===== config.mk =====
export PLATFORM = sky130hd
export DESIGN_NAME = mbinit_cal_handshake
export DESIGN_NICKNAME = d
export VERILOG_FILES = /design/src/rtl/mbinit_cal_handshake.sv
export SDC_FILE = /design/constraint.sdc
export NUM_CORES = 1
export LEC_CHECK = 0
export BUFFER_PORTS_ARGS = -buffer_cell sky130_fd_sc_hd__buf_2
export CAP_MARGIN = 5
export CORE_ASPECT_RATIO = 1.1
export CORE_MARGIN = 2
export CORE_UTILIZATION = 45
export CTS_BUF_LIST = sky130_fd_sc_hd__clkbuf_8
export DETAILED_ROUTE_END_ITERATION = 6
export PLACE_DENSITY = 0.66
export SYNTH_ARGS = -nofsm -noshare
export SYNTH_HDL_FRONTEND = slang
export SYNTH_SLANG_ARGS = --single-unit

===== constraint.sdc =====
create_clock -name CLK -period 1.7 [get_ports CLK]
set_input_delay 0.255 -clock CLK [delete_from_list [all_inputs] [get_ports CLK]]
set_output_delay 0.255 -clock CLK [all_outputs]
set_load 0.1 [all_outputs]

===== src/rtl/mbinit_cal_handshake.sv =====
// MBINIT.CAL two-sided sideband handshake: local CAL_DONE req/resp and partner answer,
// sharing one sideband TX port, with a training-error timeout.
module mbinit_cal_handshake #(
    parameter logic [3:0]  MSG_CAL_DONE_REQ  = 4'd5,
    parameter logic [3:0]  MSG_CAL_DONE_RESP = 4'd6,
    parameter int unsigned TIMEOUT_CYCLES    = 800000
) (
    input  logic       CLK,
    input  logic       rst,
    input  logic       i_CAL_start_en,
    input  logic [3:0] i_RX_SbMessage,
    input  logic       i_msg_valid,
    input  logic       i_falling_edge_busy,
    output logic [3:0] o_TX_SbMessage,
    output logic       o_ValidOutDatat,
    output logic       o_MBINIT_CAL_end,
    output logic       o_train_error_req
);

    localparam int CNT_W = 20;
    localparam logic [CNT_W-1:0] CNT_LAST = CNT_W'(TIMEOUT_CYCLES - 1);

    typedef enum logic [2:0] {L_IDLE, L_SEND_REQ, L_WAIT_RESP, L_DONE, L_ERR} loc_state_t;
    typedef enum logic [2:0] {P_IDLE, P_WAIT_REQ, P_SEND_RESP, P_DONE, P_ERR} par_state_t;
    typedef enum logic [1:0] {OWN_NONE, OWN_LOCAL, OWN_PARTNER} owner_t;

    loc_state_t       r_loc, w_loc_nxt;
    par_state_t       r_par, w_par_nxt;
    owner_t           r_owner, w_owner_nxt;
    logic [3:0]       r_tx_msg, w_tx_msg_nxt;
    logic             r_tx_vld, w_tx_vld_nxt;
    logic             r_end, w_end_nxt;
    logic             r_err, w_err_nxt;
    logic             r_resp_seen, w_resp_seen_nxt;
    logic [CNT_W-1:0] r_cnt, w_cnt_nxt;

    logic w_req_hit, w_resp_hit, w_loc_acc, w_par_acc;
    logic w_loc_rq, w_par_rq, w_both_done, w_done_nxt;

    assign w_req_hit   = i_msg_valid && (i_RX_SbMessage == MSG_CAL_DONE_REQ);
    assign w_resp_hit  = i_msg_valid && (i_RX_SbMessage == MSG_CAL_DONE_RESP);
    assign w_loc_acc   = i_falling_edge_busy && (r_owner == OWN_LOCAL);
    assign w_par_acc   = i_falling_edge_busy && (r_owner == OWN_PARTNER);
    assign w_both_done = (r_loc == L_DONE) && (r_par == P_DONE);
    // Local asks for TX already in its IDLE->SEND_REQ cycle so REQ appears one cycle after start.
    assign w_loc_rq    = ((r_loc == L_IDLE) && i_CAL_start_en) || (r_loc == L_SEND_REQ);
    assign w_par_rq    = (r_par == P_SEND_RESP);

    always_comb begin
        w_loc_nxt       = r_loc;
        w_par_nxt       = r_par;
        w_owner_nxt     = r_owner;
        w_tx_msg_nxt    = r_tx_msg;
        w_tx_vld_nxt    = r_tx_vld;
        w_end_nxt       = w_both_done;
        w_err_nxt       = r_err;
        w_resp_seen_nxt = r_resp_seen;
        w_cnt_nxt       = r_cnt;
        w_done_nxt      = 1'b0;

        case (r_loc)
            L_IDLE:      if (i_CAL_start_en) w_loc_nxt = L_SEND_REQ;
            L_SEND_REQ: begin
                if (w_resp_hit) w_resp_seen_nxt = 1'b1;
                if (w_loc_acc)  w_loc_nxt = L_WAIT_RESP;
            end
            L_WAIT_RESP: if (r_resp_seen || w_resp_hit) w_loc_nxt = L_DONE;
            default:     w_loc_nxt = r_loc;
        endcase

        // A REQ arriving together with start is already the partner's trigger.
        case (r_par)
            P_IDLE:      if (i_CAL_start_en) w_par_nxt = w_req_hit ? P_SEND_RESP : P_WAIT_REQ;
            P_WAIT_REQ:  if (w_req_hit) w_par_nxt = P_SEND_RESP;
            P_SEND_RESP: if (w_par_acc) w_par_nxt = P_DONE;
            default:     w_par_nxt = r_par;
        endcase

        if (r_owner == OWN_NONE) begin
            if (w_loc_rq) begin
                w_owner_nxt  = OWN_LOCAL;
                w_tx_msg_nxt = MSG_CAL_DONE_REQ;
                w_tx_vld_nxt = 1'b1;
            end else if (w_par_rq) begin
                w_owner_nxt  = OWN_PARTNER;
                w_tx_msg_nxt = MSG_CAL_DONE_RESP;
                w_tx_vld_nxt = 1'b1;
            end
        end else if (i_falling_edge_busy) begin
            w_owner_nxt  = OWN_NONE;
            w_tx_msg_nxt = 4'd0;
            w_tx_vld_nxt = 1'b0;
        end

        if (!w_both_done && !r_err && (r_cnt != '1))
            w_cnt_nxt = r_cnt + 1'b1;

        // Completion reached on this edge beats a simultaneous timeout.
        w_done_nxt = (w_loc_nxt == L_DONE) && (w_par_nxt == P_DONE);
        if (!r_err && (r_cnt == CNT_LAST) && !w_done_nxt) begin
            w_loc_nxt    = L_ERR;
            w_par_nxt    = P_ERR;
            w_owner_nxt  = OWN_NONE;
            w_tx_msg_nxt = 4'd0;
            w_tx_vld_nxt = 1'b0;
            w_err_nxt    = 1'b1;
        end
    end

    // Dropping the enable clears everything exactly like reset, including any message in flight.
    always_ff @(posedge CLK) begin
        if (rst || !i_CAL_start_en) begin
            r_loc       <= L_IDLE;
            r_par       <= P_IDLE;
            r_owner     <= OWN_NONE;
            r_tx_msg    <= 4'd0;
            r_tx_vld    <= 1'b0;
            r_end       <= 1'b0;
            r_err       <= 1'b0;
            r_resp_seen <= 1'b0;
            r_cnt       <= '0;
        end else begin
            r_loc       <= w_loc_nxt;
            r_par       <= w_par_nxt;
            r_owner     <= w_owner_nxt;
            r_tx_msg    <= w_tx_msg_nxt;
            r_tx_vld    <= w_tx_vld_nxt;
            r_end       <= w_end_nxt;
            r_err       <= w_err_nxt;
            r_resp_seen <= w_resp_seen_nxt;
            r_cnt       <= w_cnt_nxt;
        end
    end

    assign o_TX_SbMessage    = r_tx_msg;
    assign o_ValidOutDatat   = r_tx_vld;
    assign o_MBINIT_CAL_end  = r_end;
    assign o_train_error_req = r_err;

endmodule


; Word-level counts from Yosys, hierarchy flattened
; Cells that the tools add are included.
; W data, S select, Z words.
[totals]
reg_bits = 36
input_bits = 9
[op_classes]
addsub = 1
eq_ne = 15
reduce_logical = 25
n_mux = 23
[ops]
columns = op, count
row1 = $mux W3, 8
row2 = $add A20 B1 Y20 const B, 1
row3 = $eq A20 B20 Y1 const B, 1
row4 = $ne A20 B20 Y1 const B, 1
row5 = $eq A3 B2 Y1 const B, 6
row6 = $pmux W3 S3, 2
row7 = $mux W4, 4
row8 = $logic_and A1 B1 Y1, 11
row9 = $mux W2, 5
row10 = $eq A4 B3 Y1 const B, 2
row11 = $eq A3 B1 Y1 const B, 2
row12 = $logic_not A3 Y1, 2
row13 = $logic_not A1 Y1, 4
row14 = $mux W1, 4
row15 = $reduce_and A2 Y1, 2
row16 = $logic_or A1 B1 Y1, 3
row17 = $ne A3 B3 Y1 const B, 1
row18 = $eq A2 B1 Y1 const B, 1
row19 = $eq A2 B2 Y1 const B, 1
row20 = $logic_not A2 Y1, 1
row21 = $reduce_bool A2 Y1, 1
row22 = $reduce_or A2 Y1, 1

; Logic depth before layout (Yosys ltp)
; Gate-level depths: netlist of run 1.
[logic_depth]
word_depth = 10
depth_mapped = 7
depth_no_buf = 6

; Worst setup path before layout of run 1
; No wires, ideal clock.
[synth_timing]
path_type = flip-flop to flip-flop
start = register r_err, in the netlist o_train_error_req
end = register r_owner[0]
synth_period_minus_slack_ns = 2.075
setup_ns = 0.132
path_slack_ns = -0.375
stages_incl_launch_ff = 6
arrival_ns = 1.943
n_path_buf = 0
cell_sequence = dfxtp_1 > or4b_1 > nor4_1 > nand4_1 > a21oi_2 > nor3_1
[synth_via]
elab_chain_cells = 4
[synth_rtl]
columns = element, line
row1 = from (decl), 33  ; logic r_err, w_err_nxt;
row2 = from (signal assigned), 129  ; r_err <= w_err_nxt;
row3 = $logic_not A1 Y1, 100  ; if (!r_err && (r_cnt == CNT_LAST) && !w_done_nxt) begin
row4 = $logic_and A1 B1 Y1 (2 in series), 100
row5 = $reduce_or A2 Y1 (no line), -
row6 = to (signal assigned), 125  ; r_owner <= w_owner_nxt;
row7 = to (decl), 29  ; owner_t r_owner, w_owner_nxt;
; Every way passes these cells.
; A chain may end at the register's enable or synchronous reset.

; Final worst setup path of run 1
[layout_timing]
start = register r_par[2]
end = register r_cnt[13]
[layout_via]
elab_chain_cells = 5
[layout_rtl]
columns = element, line
row1 = from (decl), 28  ; par_state_t r_par, w_par_nxt;
row2 = from (signal assigned), 124  ; r_par <= w_par_nxt;
row3 = $eq A3 B2 Y1, 44  ; assign w_both_done = (r_loc == L_DONE) && (r_par == P_DONE);
row4 = $logic_and A1 B1 Y1, 44
row5 = $logic_not A1 Y1, 95  ; if (!w_both_done && !r_err && (r_cnt != '1))
row6 = $logic_and A1 B1 Y1 (2 in series), 95
row7 = to (signal assigned), 131  ; r_cnt <= w_cnt_nxt;
row8 = to (decl), 35  ; logic [CNT_W-1:0] r_cnt, w_cnt_nxt;
; Every way passes these cells.

==> impl_metrics.json, run 1 <==
{
  "final_common_cell": "buf_4",
  "postSynthCellCount": 191,
  "ys_top_cells_by_area": "dfxtp_1 40%, a21oi_1 4.7%, nor2_1 3.8%",
  "routed_wl_mm": 4.07,
  "cts_sinks": 32,
  "dr.pass1.iters": 4,
  "synth-edff-count": 0,
  "fin_ws_ns": -0.0613,
  "final-setup-viol-count": 9,
  "failed_checks": "negative setup slack",
  "clk_path_buf_depth": 2,
  "num_io_pins": 16,
  "num_vias": 1616,
  "peakVddDrop_uv": 468,
  "die_y_um": 66.5,
  "drv_slew": 0,
  "drt_iter0_drc": 58,
  "grt_setup_unrepaired": "true",
  "min-delay-start": "i_RX_SbMessage[0]",
  "final_net_count": 252,
  "hold_viol": 0,
  "layout_min_cycle_time_ns": 1.76,
  "wl_per_cell_um": 14.0,
  "critPathKind": "flop to flop",
  "fmax_mhz": 568,
  "synth.distinct_cells": 51,
  "synth-seq-area-share_pct": 40.0,
  "worst_setup_path_start_kind": "flop",
  "min_period_over_period_pct": 104,
  "post_synth.cell_area_avg_um2": 8.38,
  "final_cell_mix": "34 x buf_4, 23 x dfxtp_1, 16 x nor2_1, 15 x a21oi_1, 14 x buf_2",
  "grt_max_degree": 27,
  "cts_tree": "built",
  "status": "finished, violations left",
  "crit_arrival_ns": 1.97,
  "cts-htree-levels": 2,
  "synth_ff_type": "dfxtp_1",
  "powerDensity_nw_per_um2": 651,
  "antenna_left": 0,
  "crit_path_end": "r_cnt[13]$_SDFFE_PP0P_",
  "crit_cells": 5,
  "area_growth_pct": 36.1,
  "initial_core_util_pct": 47.7,
  "end_kind": "flop",
  "antenna_cells": 0,
  "r2r_slack_ns": -0.06,
  "die_x_um": 60.9,
  "cts.reportedPaths.clkPinSlew_ns": 0.07,
  "drive_gt1_share_pct": 36.0,
  "clock_latency_ns": 0.28,
  "globalRouteOverflowTotal": 0,
  "cts_root_buf": "clkbuf_8",
  "hold_depth": 3,
  "numCtsBuffers": 5,
  "dp_slack_ns": -0.0889,
  "ys_seq_elements": 32,
  "path_buf_inv": 0,
  "coreArea_um2": 3360,
  "crit_required_ns": 1.91,
  "postSynthNetCount": 201,
  "r2r_start": "r_par[2]$_SDFF_PP0_",
  "syn_area_um2": 1600,
  "yosys_warnings": 0,
  "setup_tns_ns": -0.425,
  "final_util_pct": 64.9,
  "total_leakage_power_nw": 0.868,
  "synth_top_cell_by_area": "dfxtp_1",
  "netlist.area_leader.share_pct": 40.0,
  "grt_use_total_pct": 22.2,
  "skew_ns": 0.00685,
  "grt_pass1_wl_mm": 6.83,
  "antenna_found_initial": 0,
  "cp_top_family": "compound AO/OA/AOI/OAI gates",
  "critical_path.max_fanout": 5,
  "slowest_delay_ns": 0.37,
  "routed_via_density": 5.57,
  "crit_start": "r_par[2]$_SDFF_PP0_",
  "rows": 22,
  "hold_path_class": "input pin to flop",
  "drc_errors": 0,
  "io_buffers": 14,
  "rr_endpoint": "r_cnt[13]$_SDFFE_PP0P_",
  "die_area_um2": 4050,
  "gp_congestion": 0.893,
  "grt_pass1_vias": 1584,
  "drv_cap": 0,
  "cp_cell_sequence": "and2b_2 > a211o_4 > a211o_1 > or3_1 > a21oi_1",
  "synthArstFlopShare_pct": 0,
  "place_hpwl_mm": 2.84,
  "ff2ff_path_depth": 5,
  "slowest_stage": "a211o_4"
}
==> where the power goes <==
| part | total (mW) | switching, mW | internal, mW | leakage (nW) |
|---|---|---|---|---|
| registers | 0.761 | 0.00604 | 0.755 | 0.264 |
| logic | 0.119 | 0.0817 | 0.0376 | 0.559 |
| clock network | 0.538 | 0.267 | 0.272 | 0.0452 |
| total | 1.42 | 0.354 | 1.06 | 0.868 |
==> what timing repair did <==
action	CTS	global route
hold buffers	0	0
pin swaps	7	7
endpoints found under the setup margin	9	25
gates resized for setup	4	28
buffers inserted	2	2
cloned	0	1
==> cell families (layout without fill, tap and decap cells) <==
logic type      after synthesis  in the layout  share of synthesized area [%]
simple gates                 87             87                           30.9
mux                           2              2                           1.25
flops                        32             32                           40.0
compound gates               48             48                           19.5
xor+xnor                      6              6                           3.28
other cells                   1              1                          0.234
buf+inv                      14             65                           4.07
fa+ha+maj                     1              1                          0.782
==> state kept, by name, indices dropped and copies added (netlist names) <==
signal / flops
r_cnt: 20
r_resp_seen: 1
o_MBINIT_CAL_end: 1
r_loc: 3
r_par: 3
r_owner: 1
o_train_error_req: 1
o_TX_SbMessage: 2
==> worst min-delay path by stage <==
stage                                 end  slack [ns]
floorplan             r_par[1]$_SDFF_PP0_        0.46
global placement    r_cnt[5]$_SDFFE_PP0P_        0.48
detailed placement  r_cnt[5]$_SDFFE_PP0P_        0.49
CTS                   r_par[1]$_SDFF_PP0_        0.31
global route          r_par[1]$_SDFF_PP0_        0.33
finish                r_par[1]$_SDFF_PP0_        0.30
==> area by class of cell <==
type | instances | area, µm²
clock buffers | 5 | 68.8
clock inverters | 2 | 8.76
fillers | 295 | 1180
inverters | 7 | 26.3
multi-input cells | 145 | 998
flip-flops and latches | 32 | 657
well taps | 48 | 60.1
repair buffers | 51 | 359
==> cell usage after synthesis (all sizes together) (3+ instances only) <==
cell type   n
a21oi      17
a31oi       3
and2        3
and3        3
and4        4
buf         5
dfxtp      32
inv         7
nand2      13
nand2b      3
nand3       9
nand4       5
nor2       16
nor3        9
nor4        4
o21ai      11
or3         8
xor2        4
==> metrics by stage <==
step                      cells  hold WS [ns]  total power [mW]  area, µm²
after detailed placement    278         0.489             0.896       1940
after floorplan             191         0.457             0.860       1610
final                       290         0.297              1.42       2180
after CTS                   287         0.311              1.43       2050
after global placement      278         0.477             0.893       1940
after global routing        290         0.326              1.47       2180
==> per-layer routing <==
| metal | wire length (µm) | GRT usage, % | vias to the layer above |
|---|---|---|---|
| met3 | 125 | 5.24 | 9 |
| li1 | - | - | 803 |
| met2 | 2100 | 37.1 | 29 |
| met1 | 1790 | 28.0 | 775 |
| met4 | 51 | 6.25 | 0 |
| met5 | 0 | 0 | - |
==> worst reg2reg max path: stages, from the launching register on <==
cell	delay (ns)
dfxtp_2	0.32
and2b_2	0.24
a211o_4	0.37
a211o_1	0.29
or3_1	0.33
a21oi_1	0.14
No activity file was read; power rests on OpenSTA's default activity.
==> run 2: changes to the inputs <==
TNS_END_PERCENT = 50   (was default)
==> run 2 against run 1 <==
The run still ends with negative setup slack left. Largest power group unchanged. Sequential cell count unchanged. Hold slack better by 0.0011 ns. Critical path type unchanged. Sequential power about the same. First-iteration DRC count grew to 2.5 times the previous value. Wire length grew 6.1%.
==> impl_metrics.json, run 2 (synthesis results as in run 1) <==
{
  "dp_slack_ns": -0.101,
  "status": "finished, violations left",
  "final_cell_mix": "32 x buf_4, 20 x dfxtp_1, 16 x nor2_1, 15 x a21oi_1, 14 x buf_2",
  "antenna_cells": 0,
  "crit_required_ns": 1.86,
  "regArea_um2": 661,
  "ctsHoldBuffers": 0,
  "timing.hold.ws_ns": 0.298,
  "grt_use_total_pct": 23.2,
  "path_buf_inv": 0,
  "cts_sinks": 32,
  "setup_tns_ns": -0.753,
  "cts_root_buf": "clkbuf_8",
  "drive_gt1_share_pct": 36.6,
  "multi_input_area_um2": 990,
  "drc_errors": 0,
  "drt_iter0_drc": 146,
  "layout_min_cycle_time_ns": 1.79,
  "routed_wl_mm": 4.32,
  "worst_setup_path_start_kind": "flop",
  "fin_area_um2": 2150,
  "cts.reportedPaths.clkPinSlew_ns": 0.07,
  "routed_via_density": 5.78,
  "hold_viol": 0,
  "p_clk_share_pct": 44.3,
  "wl_per_cell_um": 15.1,
  "final_net_count": 247,
  "clk_path_buf_depth": 2,
  "area_growth_pct": 34.6,
  "antenna_left": 0,
  "cts_tree": "built",
  "final-setup-viol-count": 12,
  "die_y_um": 66.5,
  "grt_pass1_wl_mm": 7.01,
  "die_area_um2": 4050,
  "fin_ws_ns": -0.0909,
  "largest_registers": "r_cnt: 20 flops, r_loc: 3 flops, r_par: 3 flops",
  "fmax_mhz": 558,
  "drv_cap": 0,
  "grt_setup_unrepaired": "true",
  "finalPower_mw": 1.59,
  "num_vias": 1654,
  "crit_arrival_ns": 1.95,
  "place_inst": 274,
  "clock_latency_ns": 0.28,
  "slowest_delay_ns": 0.53,
  "grt_max_degree": 27,
  "grt_pass1_vias": 1621,
  "slowest_stage": "or4b_4",
  "numCtsBuffers": 5,
  "final_util_pct": 64.2,
  "largest_register_ffs": 20,
  "internal-power_mw": 1.22,
  "skew_ns": 0.00800,
  "powerDensity_nw_per_um2": 736,
  "gp_congestion": 0.885,
  "num_io_pins": 16,
  "cp_cell_sequence": "or4b_4 > nor4_2 > nand4_1 > a21oi_4 > nor3_1",
  "rows": 22,
  "coreArea_um2": 3360,
  "cp_top_family": "simple AND/OR/NAND/NOR gates",
  "drv_slew": 0,
  "hold_path_class": "input pin to flop",
  "failed_checks": "negative setup slack",
  "dr.pass1.iters": 4,
  "antenna_found_initial": 0,
  "power_frac_seq_pct": 48.0,
  "fillers": 290,
  "instances_no_fill": 286,
  "end_kind": "flop",
  "critical_path.max_fanout": 7,
  "initial_core_util_pct": 47.7,
  "io_buffers": 14,
  "power_switching_share_pct": 23.0,
  "critPathKind": "flop to flop",
  "total_leakage_power_nw": 0.854,
  "p_sw_uw": 364,
  "cts-htree-levels": 2,
  "globalRouteOverflowTotal": 0,
  "placed_area_um2": 1910,
  "peakVddDrop_uv": 502,
  "die_x_um": 60.9,
  "regMostFlops": "r_cnt",
  "min_period_over_period_pct": 105,
  "p_comb_share_pct": 7.7,
  "final_common_cell": "buf_4",
  "place_hpwl_mm": 2.91
}
[run 2: repair_timing]
action / CTS / global route
pin swaps: 6 / 13
gates resized for setup: 7 / 24
setup endpoints to repair: 14 / 25
buffers inserted: 3 / 1
[run 2: final timing paths]
kind              slack, ns                 endpoint                            from  depth (start not counted)
hold reg to reg        0.51   r_cnt[13]$_SDFFE_PP0P_          r_cnt[13]$_SDFFE_PP0P_                          2
setup reg to reg      -0.09  r_owner[0]$_SDFFE_PP0P_  o_train_error_req$_SDFFE_PP0P_                          5
hold / removal         0.30      r_par[1]$_SDFF_PP0_               i_RX_SbMessage[0]                          3
setup / recovery      -0.09  r_owner[0]$_SDFFE_PP0P_  o_train_error_req$_SDFFE_PP0P_                          5
[run 2: cell type report]
type / count / area share, %
Clock buffer: 5 / 3.19
Clock inverter: 3 / 1.80
Inverter: 7 / 1.22
Multi-Input combinational cell: 145 / 45.9
Sequential cell: 32 / 30.7
Tap cell: 48 / 2.79
Timing Repair Buffer: 46 / 14.4
[run 2: power groups by stage]
stage                     Sequential (mW)  Combinational [mW]  Clock, mW
after CTS                           0.762               0.120      0.724
after floorplan                     0.800              0.0600          0
after detailed placement            0.779               0.119          0
after global routing                0.761               0.133      0.753
final                               0.761               0.123      0.703
after global placement              0.778               0.116          0
[run 2: worst register-to-register path, cell delays in order, from the launching register on]
cell	delay, ns
dfxtp_4	0.34
or4b_4	0.53
nor4_2	0.14
nand4_1	0.24
a21oi_4	0.33
nor3_1	0.09
[run 2: metal layers]
layer	vias to the layer above	part of all wire (%)	track usage, %	wire length, µm
met5	-	0	0	0
met4	0	1.6	8.42	70
met3	10	3.5	5.83	153
met2	55	52	39.5	2240
met1	795	43	27.5	1850
li1	794	-	-	-
